--- config.mk ---
export PLATFORM = sky130hd
export DESIGN_NAME = imem_loader
export DESIGN_NICKNAME = d
export VERILOG_FILES = /design/src/rtl/imem_loader_pkg.sv /design/src/rtl/imem_loader_word_packer.sv /design/src/rtl/imem_loader.sv
export SDC_FILE = /design/constraint.sdc
export NUM_CORES = 1
export LEC_CHECK = 0
export CAP_MARGIN = 10
export CELL_PAD_IN_SITES_DETAIL_PLACEMENT = 0
export CELL_PAD_IN_SITES_GLOBAL_PLACEMENT = 1
export CORE_UTILIZATION = 41
export DETAILED_ROUTE_END_ITERATION = 6
export PLACE_DENSITY = 0.82
export RECOVER_POWER = 50
export SYNTH_ARGS = -nofsm -noshare
export SYNTH_HDL_FRONTEND = slang
export SYNTH_SLANG_ARGS = --single-unit
export TNS_END_PERCENT = 50
--- constraint.sdc ---
create_clock -name clk -period 3.4 [get_ports clk]
set_input_delay 0.68 -clock clk [delete_from_list [all_inputs] [get_ports clk]]
set_output_delay 0.68 -clock clk [all_outputs]
set_load 0.005 [all_outputs]
--- src/rtl/imem_loader_pkg.sv ---
// Shared definitions for the boot-time instruction-memory loader.
//   state_t        : loader FSM state encoding
//   BYTES_PER_WORD : stream bytes packed into one instruction word
//   WORD_W         : instruction word width
//   IDX_W/LAST_IDX : byte index within a word and its final value
package imem_loader_pkg;

  typedef enum logic [2:0] {
    ST_IDLE  = 3'd0,
    ST_COUNT = 3'd1,
    ST_DATA  = 3'd2,
    ST_WRITE = 3'd3,
    ST_CHECK = 3'd4,
    ST_DONE  = 3'd5,
    ST_ERR   = 3'd6
  } state_t;

  localparam int BYTES_PER_WORD = 4;
  localparam int WORD_W         = 32;
  localparam int IDX_W          = 2;
  localparam logic [IDX_W-1:0] LAST_IDX = 2'd3;

endpackage

--- src/rtl/imem_loader_word_packer.sv ---
// Byte-to-word packer with running XOR checksum.
//   clk, rst     : system clock, asynchronous active-low reset
//   clr          : zero word, byte index and checksum
//   shift        : accept byte_in (first byte ends up in the MSBs)
//   byte_in      : stream byte
//   word         : packed word (stable while shift is low)
//   byte_idx     : index of the next byte within the word
//   checksum     : XOR of every byte shifted since the last clear
module imem_loader_word_packer
  import imem_loader_pkg::*;
#(
  parameter int BYTE_W = 8
) (
  input  logic                               clk,
  input  logic                               rst,
  input  logic                               clr,
  input  logic                               shift,
  input  logic [BYTE_W-1:0]                  byte_in,
  output logic [BYTES_PER_WORD*BYTE_W-1:0]   word,
  output logic [IDX_W-1:0]                   byte_idx,
  output logic [BYTE_W-1:0]                  checksum
);

  localparam int PW = BYTES_PER_WORD * BYTE_W;

  always_ff @(posedge clk or negedge rst) begin
    if (!rst) begin
      word     <= '0;
      byte_idx <= '0;
      checksum <= '0;
    end else if (clr) begin
      word     <= '0;
      byte_idx <= '0;
      checksum <= '0;
    end else if (shift) begin
      word     <= {word[PW-BYTE_W-1:0], byte_in};
      // Index wraps 3 -> 0 naturally, ready for the next word.
      byte_idx <= byte_idx + 1'b1;
      checksum <= checksum ^ byte_in;
    end
  end

endmodule

--- src/rtl/imem_loader.sv ---
// Boot-time program loader: receives COUNT, 4*N data bytes (MSB first) and an
// XOR checksum byte, writes the packed words into instruction memory and keeps
// the processor in reset until a verified image is present.
//   clk, rst    : system clock, asynchronous active-low reset
//   start       : begin a load (accepted in IDLE/DONE/ERR only)
//   in_valid/in_data/in_ready : byte stream handshake
//   imem_we/imem_addr/imem_wdata : instruction-memory write port
//   cpu_hold    : processor reset request, low only in DONE
//   done, err   : load status levels
//   words_left  : words still expected in the current frame
//
// state | meaning
// IDLE  | after reset, waiting for start
// COUNT | expecting the word-count byte
// DATA  | collecting instruction bytes
// WRITE | one-cycle write of the packed word (stream stalled)
// CHECK | expecting the checksum byte
// DONE  | image verified, processor released
// ERR   | bad count or checksum, processor held
module imem_loader
  import imem_loader_pkg::*;
#(
  parameter int ADDR_W = 4,
  parameter int BYTE_W = 8
) (
  input  logic                             clk,
  input  logic                             rst,
  input  logic                             start,
  input  logic                             in_valid,
  input  logic [BYTE_W-1:0]                in_data,
  output logic                             in_ready,
  output logic                             imem_we,
  output logic [ADDR_W-1:0]                imem_addr,
  output logic [BYTES_PER_WORD*BYTE_W-1:0] imem_wdata,
  output logic                             cpu_hold,
  output logic                             done,
  output logic                             err,
  output logic [ADDR_W:0]                  words_left
);

  localparam int MAX_WORDS = 1 << ADDR_W;

  state_t              state_q, state_d;
  logic [ADDR_W:0]     addr_q;
  logic [ADDR_W:0]     words_left_q;
  logic                imem_we_q;
  logic                xfer;
  logic                count_ok;
  logic                pk_clr, pk_shift;
  logic [IDX_W-1:0]    pk_idx;
  logic [BYTE_W-1:0]   pk_sum;

  imem_loader_word_packer #(.BYTE_W(BYTE_W)) u_packer (
    .clk      (clk),
    .rst      (rst),
    .clr      (pk_clr),
    .shift    (pk_shift),
    .byte_in  (in_data),
    .word     (imem_wdata),
    .byte_idx (pk_idx),
    .checksum (pk_sum)
  );

  assign in_ready = (state_q == ST_COUNT) || (state_q == ST_DATA) ||
                    (state_q == ST_CHECK);
  assign xfer     = in_valid && in_ready;
  assign count_ok = (in_data != '0) && (int'(in_data) <= MAX_WORDS);

  always_ff @(posedge clk or negedge rst) begin
    if (!rst) state_q <= ST_IDLE;
    else      state_q <= state_d;
  end

  always_comb begin
    state_d  = state_q;
    pk_clr   = 1'b0;
    pk_shift = 1'b0;
    case (state_q)
      ST_IDLE, ST_DONE, ST_ERR: begin
        if (start) begin
          state_d = ST_COUNT;
          pk_clr  = 1'b1;
        end
      end
      ST_COUNT: begin
        if (xfer) begin
          state_d = count_ok ? ST_DATA : ST_ERR;
          pk_clr  = 1'b1;
        end
      end
      ST_DATA: begin
        if (xfer) begin
          pk_shift = 1'b1;
          if (pk_idx == LAST_IDX) state_d = ST_WRITE;
        end
      end
      ST_WRITE: begin
        state_d = (words_left_q == (ADDR_W+1)'(1)) ? ST_CHECK : ST_DATA;
      end
      ST_CHECK: begin
        if (xfer) state_d = (in_data == pk_sum) ? ST_DONE : ST_ERR;
      end
      default: state_d = ST_IDLE;
    endcase
  end

  always_ff @(posedge clk or negedge rst) begin
    if (!rst) begin
      addr_q       <= '0;
      words_left_q <= '0;
      imem_we_q    <= 1'b0;
    end else begin
      // Registered strobe aligned with the WRITE state; the top address bit
      // guards against ever writing past the end of memory.
      imem_we_q <= (state_d == ST_WRITE) && !addr_q[ADDR_W];
      if (state_q == ST_COUNT && xfer && count_ok) begin
        words_left_q <= (ADDR_W+1)'(in_data);
        addr_q       <= '0;
      end else if (state_q == ST_WRITE) begin
        words_left_q <= words_left_q - 1'b1;
        addr_q       <= addr_q + 1'b1;
      end
    end
  end

  assign imem_we    = imem_we_q;
  assign imem_addr  = addr_q[ADDR_W-1:0];
  assign words_left = words_left_q;
  assign done       = (state_q == ST_DONE);
  assign err        = (state_q == ST_ERR);
  assign cpu_hold   = (state_q != ST_DONE);

endmodule

==> impl_metrics.py, run 1 <==
metrics = {
    "floorplanning": {
        "fp.dieH_um": 83.9,
        "ioPinCount": 58,
        "rows": 29,
        "die-area_sq_um": 7040,
        "coreArea_sq_um": 6420,
        "initial_core_util_pct": 42.8,
        "die_w_um": 83.9,
    },
    "cts": {
        "post_cts_buffers": 0,
        "cts.htree.levels": 2,
        "cts_tree": "done",
        "clk_pin_slew_ns": 0.11,
        "cts_resized": 0,
        "cts_buffers": 5,
        "postCtsHoldBufs": 0,
        "cts-root-buf": "clkbuf_8",
        "clock-sinks": 56,
        "insertion_delay_ns": 0.31,
        "clk_path_buf_depth": 2,
    },
    "critical_path": {
        "worstPathRequired_ns": 2.72,
        "crit_chain": "nor2b_1 > nand2_1 > inv_1 > clkdlybuf4s50_1",
        "arrival_ns": 1.92,
        "slowest_stage": "dfrtp_1",
        "critical_path.max_fanout": 14,
        "worst_setup_path_start_kind": "flip-flop",
        "critical-path-max-stage-delay_ns": 0.63,
        "reg2reg_depth": 5,
        "r2r_slack_ns": 1.37,
        "worstSetupEndpointType": "output port",
        "crit_type": "reg2out",
    },
    "synth": {
        "ys_seq_area_share_pct": 51.0,
        "ys_ff_latch": 56,
        "synth_top_cell_by_area": "dfrtp_1",
        "async_flop_share_pct": 100,
        "synth_nets": 310,
        "synth_area_leaders": "dfrtp_1, nand2_1, a21oi_1",
        "synth_ff_type": "dfrtp_1",
        "yosys-top-cells-count": "nand2_1, dfrtp_1, a21oi_1, nor2_1, xor2_1",
        "synth_edf_count": 0,
        "synthCells": 294,
        "yosysMostFrequentCell": "nand2_1",
        "synth.avg_cell_area_sq_um": 9.35,
        "ys_warn_count": 0,
        "yosysTopAreaCellShare_pct": 51.0,
        "syn_area_sq_um": 2750,
        "synthDistinctLibCells": 40,
    },
    "place": {
        "dp_worst_setup_slack_ns": 0.808,
        "io_buffers": 57,
        "dpl.cell_count": 413,
        "place_congestion": 0.792,
        "dp_hpwl_um": 4090,
        "post_dp_cell_area_sq_um": 3320,
    },
    "route": {
        "drt_iter0_markers": 149,
        "drt.antenna.violating_nets": 0,
        "via_per_inst": 5.06,
        "dr.pass1.iters": 6,
        "vias": 2130,
        "routedWlPerCell_um": 14.1,
        "wl_um": 5930,
        "drc": 16,
    },
    "timing": {
        "rsz0062_at_grt": "false",
        "setup_viol_count_final": 0,
        "min_period_ns": 2.60,
        "report.final.slew_viol_count": 0,
        "period_share_pct": 76.5,
        "setup_ws_ns": 0.800,
        "clock.fmax_ghz": 0.385,
        "slew_headroom_pct": 17.3,
        "tightest_slew_ns": 1.24,
        "final-hold-violation-count": 0,
        "whs_ns": 0.523,
        "fin_worst_skew_ns": 0.00997,
        "tns_ns": 0,
    },
    "status": {
        "violations": "design-rule violations",
        "outcome": "finished, violations left",
    },
    "global_routing": {
        "grt_pass1_vias": 1953,
        "grt_overflow_total": 0,
        "antenna_found_initial": 0,
        "grt_usage_pct": 17.2,
        "grt_pass1_wl_um": 9670,
        "grt_start_max_net_pins": 43,
    },
    "job": {
        "drv_cap": 0,
    },
    "pwr": {
        "power.leakage_nw": 1.51,
        "power_mw": 2.56,
        "p_per_area_nw_per_um2": 753,
        "ir_drop_mv": 0.368,
    },
    "min_path": {
        "hold_class": "reg2reg",
        "hold_depth": 2,
    },
    "final_layout": {
        "multi_input_area_sq_um": 1190,
        "diodes": 0,
        "final_cells": 421,
        "nets": 359,
        "area_growth_pct": 23.7,
        "drive_above_1_share_pct": 4.94,
        "fin_area_sq_um": 3400,
        "regArea_sq_um": 1400,
        "final_core_util_pct": 53.0,
        "fill_cells": 611,
    },
}
[layout make-up]
class	instances	share of cell area (%)
inverter	5	0.552
tap	77	2.83
multi-input combinational	212	35.0
sequential	56	41.2
timing repair buffer	63	17.8
clock buffer	6	2.13
clock inverter	2	0.405
[metal layers]
metal	vias to the layer above	global-route usage [%]	share of wire (%)
met2	37	25.9	45
met5	-	0	0
met1	1017	25.1	50
met3	9	3.36	3.0
met4	0	5.33	1.5
li1	1067	-	-
[flip-flops by register name, indices dropped and copies added (netlist names)]
signal	cells
addr_q	5
imem_we	1
state_q	3
u_packer.byte_idx	2
u_packer.checksum	8
u_packer.word	32
words_left	5
[logic make-up (layout without fill, tap and decap cells)]
kind of cell	Yosys count	after routing	share of synthesized area (%)
buf+inv	26	76	6.01
xor+xnor	24	24	7.65
fa+ha+maj	4	4	1.82
simple gates	129	129	20.8
flops	56	56	51.0
mux	2	2	0.956
compound gates	53	53	11.7
[final timing paths]
kind / from / to
worst max-delay path: state_q[0] / done
worst min-delay path: u_packer.word[27] / u_packer.word[27]
worst max register to register: state_q[2] / u_packer.checksum[0]
worst min register to register: u_packer.word[27] / u_packer.word[27]
max in group asynchronous: rst / u_packer.word[1]
min in group asynchronous: rst / u_packer.byte_idx[0]
[placed cells by master (no fill, tap or decap), types with 6 or more instances in the layout]
cell             count
dlygate4sd3_1       22
xor2_1              18
clkdlybuf4s50_1     34
nand2_1             78
nor2_1              23
dfrtp_1             56
a21oi_1             37
xnor2_1              6
[power by group]
group / switching (mW) / internal, mW / total (mW) / leakage [nW]
logic: 0.536 / 0.556 / 1.09 / 0.725
clock network: 0.229 / 0.148 / 0.377 / 0.0456
registers: 0.231 / 0.860 / 1.09 / 0.744
[critical path, delay by kind of cell, from the launching register on]
kind,cells,cell delay [ns]
and+or+nand+nor,2,0.41
DFF,1,0.63
buffers and inverters,2,0.57
No activity file was read; power rests on OpenSTA's default activity.
==> run 2, diff against run 1 <==
Settings changed: CORE_UTILIZATION 41 to 38, PLACE_DENSITY 0.82 to 0.77.
Clock period 3.4 ns to 2.5 ns, I/O delays scaled along.
==> run 2 against run 1 <==
Effect of this change:
- largest power group is now combinational logic
- via count did not move
- power is 38% higher
- setup slack got worse by 0.60 ns
- the flow now finishes without violations
- critical path depth is the same
==> impl_metrics.py, run 2 (same netlist as run 1, synthesis figures left out) <==
metrics = {
    "critical_path": {
        "critical-path-max-stage-delay_ns": 0.56,
        "worstSetupEndpointType": "output port",
        "path_buf_inv": 2,
        "slowest_stage": "dfrtp_1",
        "crit_type": "reg2out",
        "critPathTopFamily": "buffers and inverters",
        "critical_path.max_fanout": 13,
        "arrival_ns": 1.80,
        "crit_chain": "nor2b_2 > nand2_1 > inv_1 > clkdlybuf4s50_1",
        "worst_setup_path_start_kind": "flip-flop",
        "worstPathRequired_ns": 2.00,
    },
    "floorplanning": {
        "initial_core_util_pct": 39.8,
        "ioPinCount": 58,
        "fp.dieH_um": 87.1,
        "die-area_sq_um": 7580,
        "coreArea_sq_um": 6910,
        "die_w_um": 87.1,
        "rows": 30,
    },
    "route": {
        "wl_um": 6010,
        "dr.pass1.iters": 4,
        "drc": 0,
        "drt.antenna.violating_nets": 0,
        "drt_iter0_markers": 142,
        "vias": 2130,
        "via_per_inst": 4.82,
        "routedWlPerCell_um": 13.6,
    },
    "pwr": {
        "seqPwrFrac_pct": 41.6,
        "p_comb_share_pct": 44.1,
        "ir_drop_mv": 0.436,
        "intPower_mw": 2.17,
        "p_per_area_nw_per_um2": 1020,
        "power_mw": 3.53,
        "power_frac_clock_pct": 14.3,
        "power.leakage_nw": 1.53,
        "netSwitchingPower_mw": 1.37,
        "swShare_pct": 38.6,
    },
    "status": {
        "outcome": "finished, final reports clean",
    },
    "global_routing": {
        "grt_usage_pct": 16.8,
        "grt_start_max_net_pins": 57,
        "grt_overflow_total": 0,
        "grt_pass1_wl_um": 9870,
        "grt_pass1_vias": 1981,
        "antenna_found_initial": 0,
    },
    "timing": {
        "min_period_ns": 2.30,
        "tightest_slew_ns": 1.36,
        "period_share_pct": 92.1,
        "final-hold-violation-count": 0,
        "tns_ns": 0,
        "clock.fmax_ghz": 0.434,
        "report.final.slew_viol_count": 0,
        "fin_worst_skew_ns": 0.00900,
        "slew_headroom_pct": 9.10,
        "setup_viol_count_final": 0,
        "rsz0062_at_grt": "false",
        "setup_ws_ns": 0.197,
    },
    "cts": {
        "cts_tree": "done",
        "clock-sinks": 56,
        "insertion_delay_ns": 0.31,
        "postCtsHoldBufs": 0,
        "cts-root-buf": "clkbuf_8",
        "clk_path_buf_depth": 2,
        "clk_pin_slew_ns": 0.10,
        "cts_buffers": 5,
        "cts.htree.levels": 2,
    },
    "place": {
        "dp_hpwl_um": 4050,
        "place_congestion": 0.798,
        "io_buffers": 57,
        "dp_worst_setup_slack_ns": 0.134,
    },
    "final_layout": {
        "diodes": 0,
        "final_core_util_pct": 50.3,
        "nets": 361,
        "largest_reg_flops": 32,
        "area_growth_pct": 26.3,
        "largestRegisters": "u_packer.word: 32 flops, u_packer.checksum: 8 flops",
        "drive_above_1_share_pct": 6.07,
        "layout_common_cells": "nand2_1, dfrtp_1, a21oi_1",
        "fill_cells": 693,
        "mostFrequentLayoutCell": "nand2_1",
        "top_register": "u_packer.word",
    },
    "min_path": {
        "hold_class": "reg2reg",
    },
    "job": {
        "drv_cap": 0,
    },
}
==> run 2: worst register-to-register path, stage by stage, from the launching register on <==
cell and delay (ns):
dfrtp_1 0.64, nand2_1 0.20, and3_1 0.27, o32ai_4 0.29, buf_12 0.25, nor2_1 0.10
==> run 2: final timing paths <==
check                             startpoint              endpoint  slack [ns]  depth (start not counted)
setup / recovery                  state_q[1]                  done        0.20                          4
hold / removal             u_packer.word[30]     u_packer.word[30]        0.52                          2
setup reg to reg                  state_q[2]  u_packer.checksum[6]        0.65                          5
hold reg to reg            u_packer.word[30]     u_packer.word[30]        0.52                          2
max in group asynchronous                rst  u_packer.byte_idx[1]        1.11                          2
min in group asynchronous                rst  u_packer.checksum[0]        0.56                          2
==> run 2: final cells by class <==
class                      count  area (sq um)  share of cell area [%]
timing repair buffer          65           648                    18.7
clock inverter                 2          16.3                   0.469
inverter                       5          18.8                   0.541
multi-input combinational    212          1190                    34.4
sequential                    56          1400                    40.4
clock buffer                   6          72.6                    2.09
tap                           96           120                    3.46
==> run 2: power by group through the flow <==
stage / clock network [mW] / logic [mW] / registers (mW)
global placement: 0 / 1.59 / 1.48
global route: 0.554 / 1.73 / 1.52
CTS: 0.526 / 1.61 / 1.47
detailed placement: 0 / 1.60 / 1.49
floorplan: 0 / 1.04 / 1.40
finish: 0.506 / 1.56 / 1.47
==> run 2: per-layer routing <==
metal | up-vias | track usage [%] | wire, um
met1 | 1002 | 25.0 | 3010
met2 | 43 | 24.6 | 2690
li1 | 1080 | - | -
met3 | 5 | 2.18 | 221
met5 | - | 0 | 0
met4 | 0 | 6.82 | 91
==> run 2: what timing repair did <==
item                                   in CTS  in global routing
setup endpoints to repair                   0                  1
buffers inserted                            0                  0
endpoints found under the hold margin       0                  0
gates resized for setup                     0                  1
==> run 2: stage by stage <==
stage	hold WS [ns]	cell area [sq um]	instances
3_5_place_dp	0.514	3400	434
5_1_grt	0.547	3470	442
4_1_cts	0.180	3490	442
3_3_place_gp	0.509	3400	434
6_report	0.521	3470	442
2_1_floorplan	0.204	2750	294
==> run 3, diff against run 2 <==
Settings changed: CTS_CLUSTER_SIZE set to 12.
==> results of run 3 <==
The final DEF is identical to that of run 2; final timing and power are the same.
==> RTL edit 1, RTL diff (config.mk and constraints of run 2) <==
Re-encode `state_t` (7 states) as Gray code, 3 bits wide.
--- a/src/rtl/imem_loader_pkg.sv
+++ b/src/rtl/imem_loader_pkg.sv
@@ -6,13 +6,13 @@
 package imem_loader_pkg;
 
   typedef enum logic [2:0] {
-    ST_IDLE  = 3'd0,
-    ST_COUNT = 3'd1,
-    ST_DATA  = 3'd2,
-    ST_WRITE = 3'd3,
-    ST_CHECK = 3'd4,
-    ST_DONE  = 3'd5,
-    ST_ERR   = 3'd6
+    ST_IDLE  = 3'b000,
+    ST_COUNT = 3'b001,
+    ST_DATA  = 3'b011,
+    ST_WRITE = 3'b010,
+    ST_CHECK = 3'b110,
+    ST_DONE  = 3'b111,
+    ST_ERR   = 3'b101
   } state_t;
 
   localparam int BYTES_PER_WORD = 4;
Behaviour: same outputs for any inputs over 10 cycles, from zero or initial values and one cycle with rst low; not proved beyond that.
==> RTL edit 1 against run 2 <==
Wire length is 5.5% lower. Worst setup slack improved by 29 ps. Global-route usage decreased by 0.48 points. Area after synthesis down 1.9%. Design area shrank 0.58%. Sequential cell count is the same. Critical path type unchanged. Critical endpoint is now in_ready. Largest cell class unchanged.
Power is not compared: it rests on default switching activity, and its combinational part moved more than twofold at a synthesized area within 25%.
==> RTL edit 1: results (changes against run 2) <==
metric	value	unit	change
status	finished, final reports clean		unchanged
first-pass GRT wire length	9540	um	was 9870 um
share of layout cells above drive strength 1	7.42	%	was 6.07%
Filler Cells Inserted	686		was 693
DP Area	0.00336	mm2	was 0.00340 mm2
GP Congestion	0.807		was 0.798
Mapped Nets	299		was 310
Seq/Total Area, Yosys	52.0	%	was 51.0%
Total GRT Usage	16.3	%	was 16.8%
final hold slack	519	ps	was 521 ps
Cells after Synth	283		was 294
placed instance count	425		was 434
Slew headroom	6.46	%	was 9.10%
routed vias	2057		was 2130
Place WS	133	ps	was 134 ps
largest cells by area after synthesis	dfrtp_1 52%, nand2_1 11%, a21oi_1 6.5%, xor2_1 5.8%, nor2_1 2.2%		was dfrtp_1 51%, nand2_1 11%, a21oi_1 6.7%, xor2_1 5.7%, nor2_1 3.1%
DRT iter0 DRCs	134		was 142
post-synthesis adder-cell area fraction	1.86	%	was 1.82%
mux cell area share after synthesis	2.18	%	was 0.956%
Data arrival, critical path	1770	ps	was 1800 ps
detailed placement HPWL	3950	um	was 4050 um
CP Max Fanout	15		was 13
vias in the first global route	1930		was 1981
Commonest cells post-synth	76 x nand2_1, 56 x dfrtp_1, 35 x a21oi_1		was 78 x nand2_1, 56 x dfrtp_1, 37 x a21oi_1
Post-layout nets	352		was 361
-- RTL edit 1: logic make-up (layout without fill, tap and decap cells) --
family	Yosys count	in the layout
compound gates	48	48
xor+xnor	23	23
fa+ha+maj	4	4
buf+inv	26	80
flops	56	56
mux	5	5
simple gates	121	121
-- RTL edit 1: path summary, 6_finish.rpt --
kind,from,endpoint,slack (ps),cells after the start
worst max-delay path,state_q[2]$_DFF_PN0_,in_ready,230,3
worst min-delay path,u_packer.word[29]$_DFFE_PN0P_,u_packer.word[29]$_DFFE_PN0P_,520,2
max in group asynchronous,rst,addr_q[1]$_DFFE_PN0P_,1060,2
min in group asynchronous,rst,u_packer.word[28]$_DFFE_PN0P_,590,2
worst min register to register,u_packer.word[29]$_DFFE_PN0P_,u_packer.word[29]$_DFFE_PN0P_,520,2
worst max register to register,words_left[1]$_DFFE_PN0P_,imem_we$_DFF_PN0_,680,5
-- RTL edit 1: cell type report --
class,instances,area [um2],area share (%)
well taps,96,120,3.48
clock buffers,6,72.6,2.10
flip-flops and latches,56,1400,40.6
inverters,5,18.8,0.544
clock inverters,2,16.3,0.471
repair buffers,67,663,19.2
multi-input cells,201,1160,33.6
-- RTL edit 1: critical path, cell delays in order, from the launching register on --
cell,delay [ps]
dfrtp_1,620
nand2_1,120
mux2i_1,200
clkdlybuf4s50_1,540
-- RTL edit 1: where the power goes --
| part | internal, mW | switching, mW | leakage, nW |
|---|---|---|---|
| Combinational | 0.257 | 0.223 | 0.737 |
| Sequential | 0.980 | 0.0952 | 0.757 |
| Clock | 0.200 | 0.296 | 0.0414 |
-- RTL edit 1: routing by layer --
| metal | track usage [%] | routed length, um | up-vias |
|---|---|---|---|
| met5 | 0 | 0 | - |
| met1 | 22.8 | 2800 | 977 |
| met3 | 3.33 | 148 | 4 |
| li1 | - | - | 1047 |
| met4 | 3.18 | 41 | 0 |
| met2 | 26.6 | 2690 | 29 |
==> RTL edit 2, RTL diff (flow settings as in run 2) <==
Without the edit above. Change the package constant `BYTES_PER_WORD` from 4 to 8.
--- a/src/rtl/imem_loader_pkg.sv
+++ b/src/rtl/imem_loader_pkg.sv
@@ -15,7 +15,7 @@
     ST_ERR   = 3'd6
   } state_t;
 
-  localparam int BYTES_PER_WORD = 4;
+  localparam int BYTES_PER_WORD = 8;
   localparam int WORD_W         = 32;
   localparam int IDX_W          = 2;
   localparam logic [IDX_W-1:0] LAST_IDX = 2'd3;
Interface: changed (resized imem_wdata); port bits go from 58 to 90. No check against the original RTL was run, so the function may have changed too.
==> RTL edit 2 against run 2 <==
Area after synthesis increased by 44%. Wire length up 49%. Clock skew fell by 1.0 ps. Non-clock buffer count is 33 higher. Worst setup slack lost 52 ps. Design area rose by 50%. Sequential cell count up 32. Power grew 37%. Combinational power grew 17%. Sequential share of layout area increased by 2.0 points. Critical path type unchanged.
==> RTL edit 2: results (changes against run 2) <==
metric	value	unit	change
status	finished, final reports clean		unchanged
routed vias	3101		was 2130
NetSw	1.81	mW	was 1.37 mW
Clock Latency Late Sink	350	ps	was 310 ps
clock slew at reported path FFs	90	ps	
GP Congestion	0.742		was 0.798
FF-to-FF path depth	5		unchanged
largest cells by area after synthesis	dfrtp_1 56%, nand2_1 13%, a21oi_1 8.7%, xor2_1 4.0%, buf_4 2.3%		was dfrtp_1 51%, nand2_1 11%, a21oi_1 6.7%, xor2_1 5.7%, nor2_1 3.1%
worst r2r dst	u_packer.checksum[6]$_DFFE_PN0P_		unchanged
Clock Root Buffer	clkbuf_8		unchanged
Mapped Nets	448		was 310
Seq/Total Area, Yosys	55.5	%	was 51.0%
critical path's top delay family	buffers and inverters		unchanged
Data arrival, critical path	1860	ps	was 1800 ps
Flop pwr share	41.2	%	was 41.6%
IO buf count	89		was 57
largest net degree at the start of global routing	66		was 57
Post-CTS Setup Bufs	0		unchanged
Total GRT Usage	17.5	%	was 16.8%
first-pass GRT wire length	15300	um	was 9870 um
WL per Instance	13.9	um	was 13.6 um
detailed placement HPWL	5970	um	was 4050 um
Clk. pwr	1.04	mW	was 0.506 mW
DRT iter0 DRCs	112		was 142
biggest regs	u_packer.word x64, u_packer.checksum x8		was u_packer.word x32, u_packer.checksum x8
dominant synthesized flop cell	dfrtp_1		unchanged
Min-Delay Path Class	in -> async		was reg -> reg
worst vdd ir	0.573	mV	was 0.436 mV
crit-path max cell delay	540	ps	was 560 ps
Worst Skew	7.98	ps	was 9.00 ps
end point of the critical path	done		unchanged
Commonest cells post-synth	142 x nand2_1, 88 x dfrtp_1, 69 x a21oi_1		was 78 x nand2_1, 56 x dfrtp_1, 37 x a21oi_1
leakage power	2.27	nW	was 1.53 nW
Post-layout nets	526		was 361
Slew headroom	31.4	%	was 9.10%
cts bufs inserted	9		was 5
share of layout cells above drive strength 1	6.21	%	was 6.07%
CP Max Fanout	13		unchanged
vias in the first global route	3044		was 1981
# H-tree levels	3		was 2
Unique masters post-synth	41		was 40
sequential power	2.00	mW	was 1.47 mW
Filler Cells Inserted	937		was 693
crit path launch	state_q[1]$_DFF_PN0_		unchanged
==> RTL edit 2: cell types whose count changed in the layout (fill, tap and decap cells not counted), moves of 3 or more <==
cell             change
inv_6                +3
nand2_1             +64
dfrtp_1             +31
clkdlybuf4s50_1     +23
dlygate4sd3_1        +9
clkbuf_8             +5
buf_12               +3
a21oi_1             +32
==> RTL edit 2: area by class of cell <==
class	count	area [um2]	share of cell area [%]
clock buffers	10	138	2.65
clock inverters	6	73.8	1.42
inverters	5	18.8	0.361
multi-input cells	308	1580	30.4
flip-flops and latches	88	2200	42.4
well taps	133	166	3.20
repair buffers	98	1020	19.6
==> RTL edit 2: logic make-up (layout without fill, tap and decap cells) <==
kind of cell / Yosys count / in the layout / synth area share (%)
AND/OR/NAND/NOR: 193 / 193 / 20.6
flip-flops: 88 / 88 / 55.5
AO/OA/AOI/OAI: 85 / 85 / 11.7
buffers and inverters: 36 / 119 / 5.01
XOR/XNOR: 24 / 24 / 5.30
adder cells (fa/ha/maj): 4 / 4 / 1.26
multiplexers: 2 / 2 / 0.662
==> RTL edit 2: metal layers <==
| layer | vias up | GRT usage [%] | routed length (um) |
|---|---|---|---|
| li1 | 1572 | - | - |
| met3 | 8 | 4.82 | 461 |
| met1 | 1458 | 24.1 | 4190 |
| met4 | 0 | 4.59 | 118 |
| met5 | - | 0 | 0 |
| met2 | 63 | 27.2 | 4200 |
==> RTL edit 2: per-stage QoR <==
stage | cells | hold WS [ps] | worst slack [ps] | instance area (um2)
detailed placement | 632 | 515 | 123 | 4990
finish | 648 | 306 | 145 | 5190
global route | 648 | 386 | 4.14 | 5190
CTS | 648 | 128 | 84.4 | 5200
global placement | 632 | 508 | 159 | 4990
floorplan | 432 | 204 | 637 | 3970
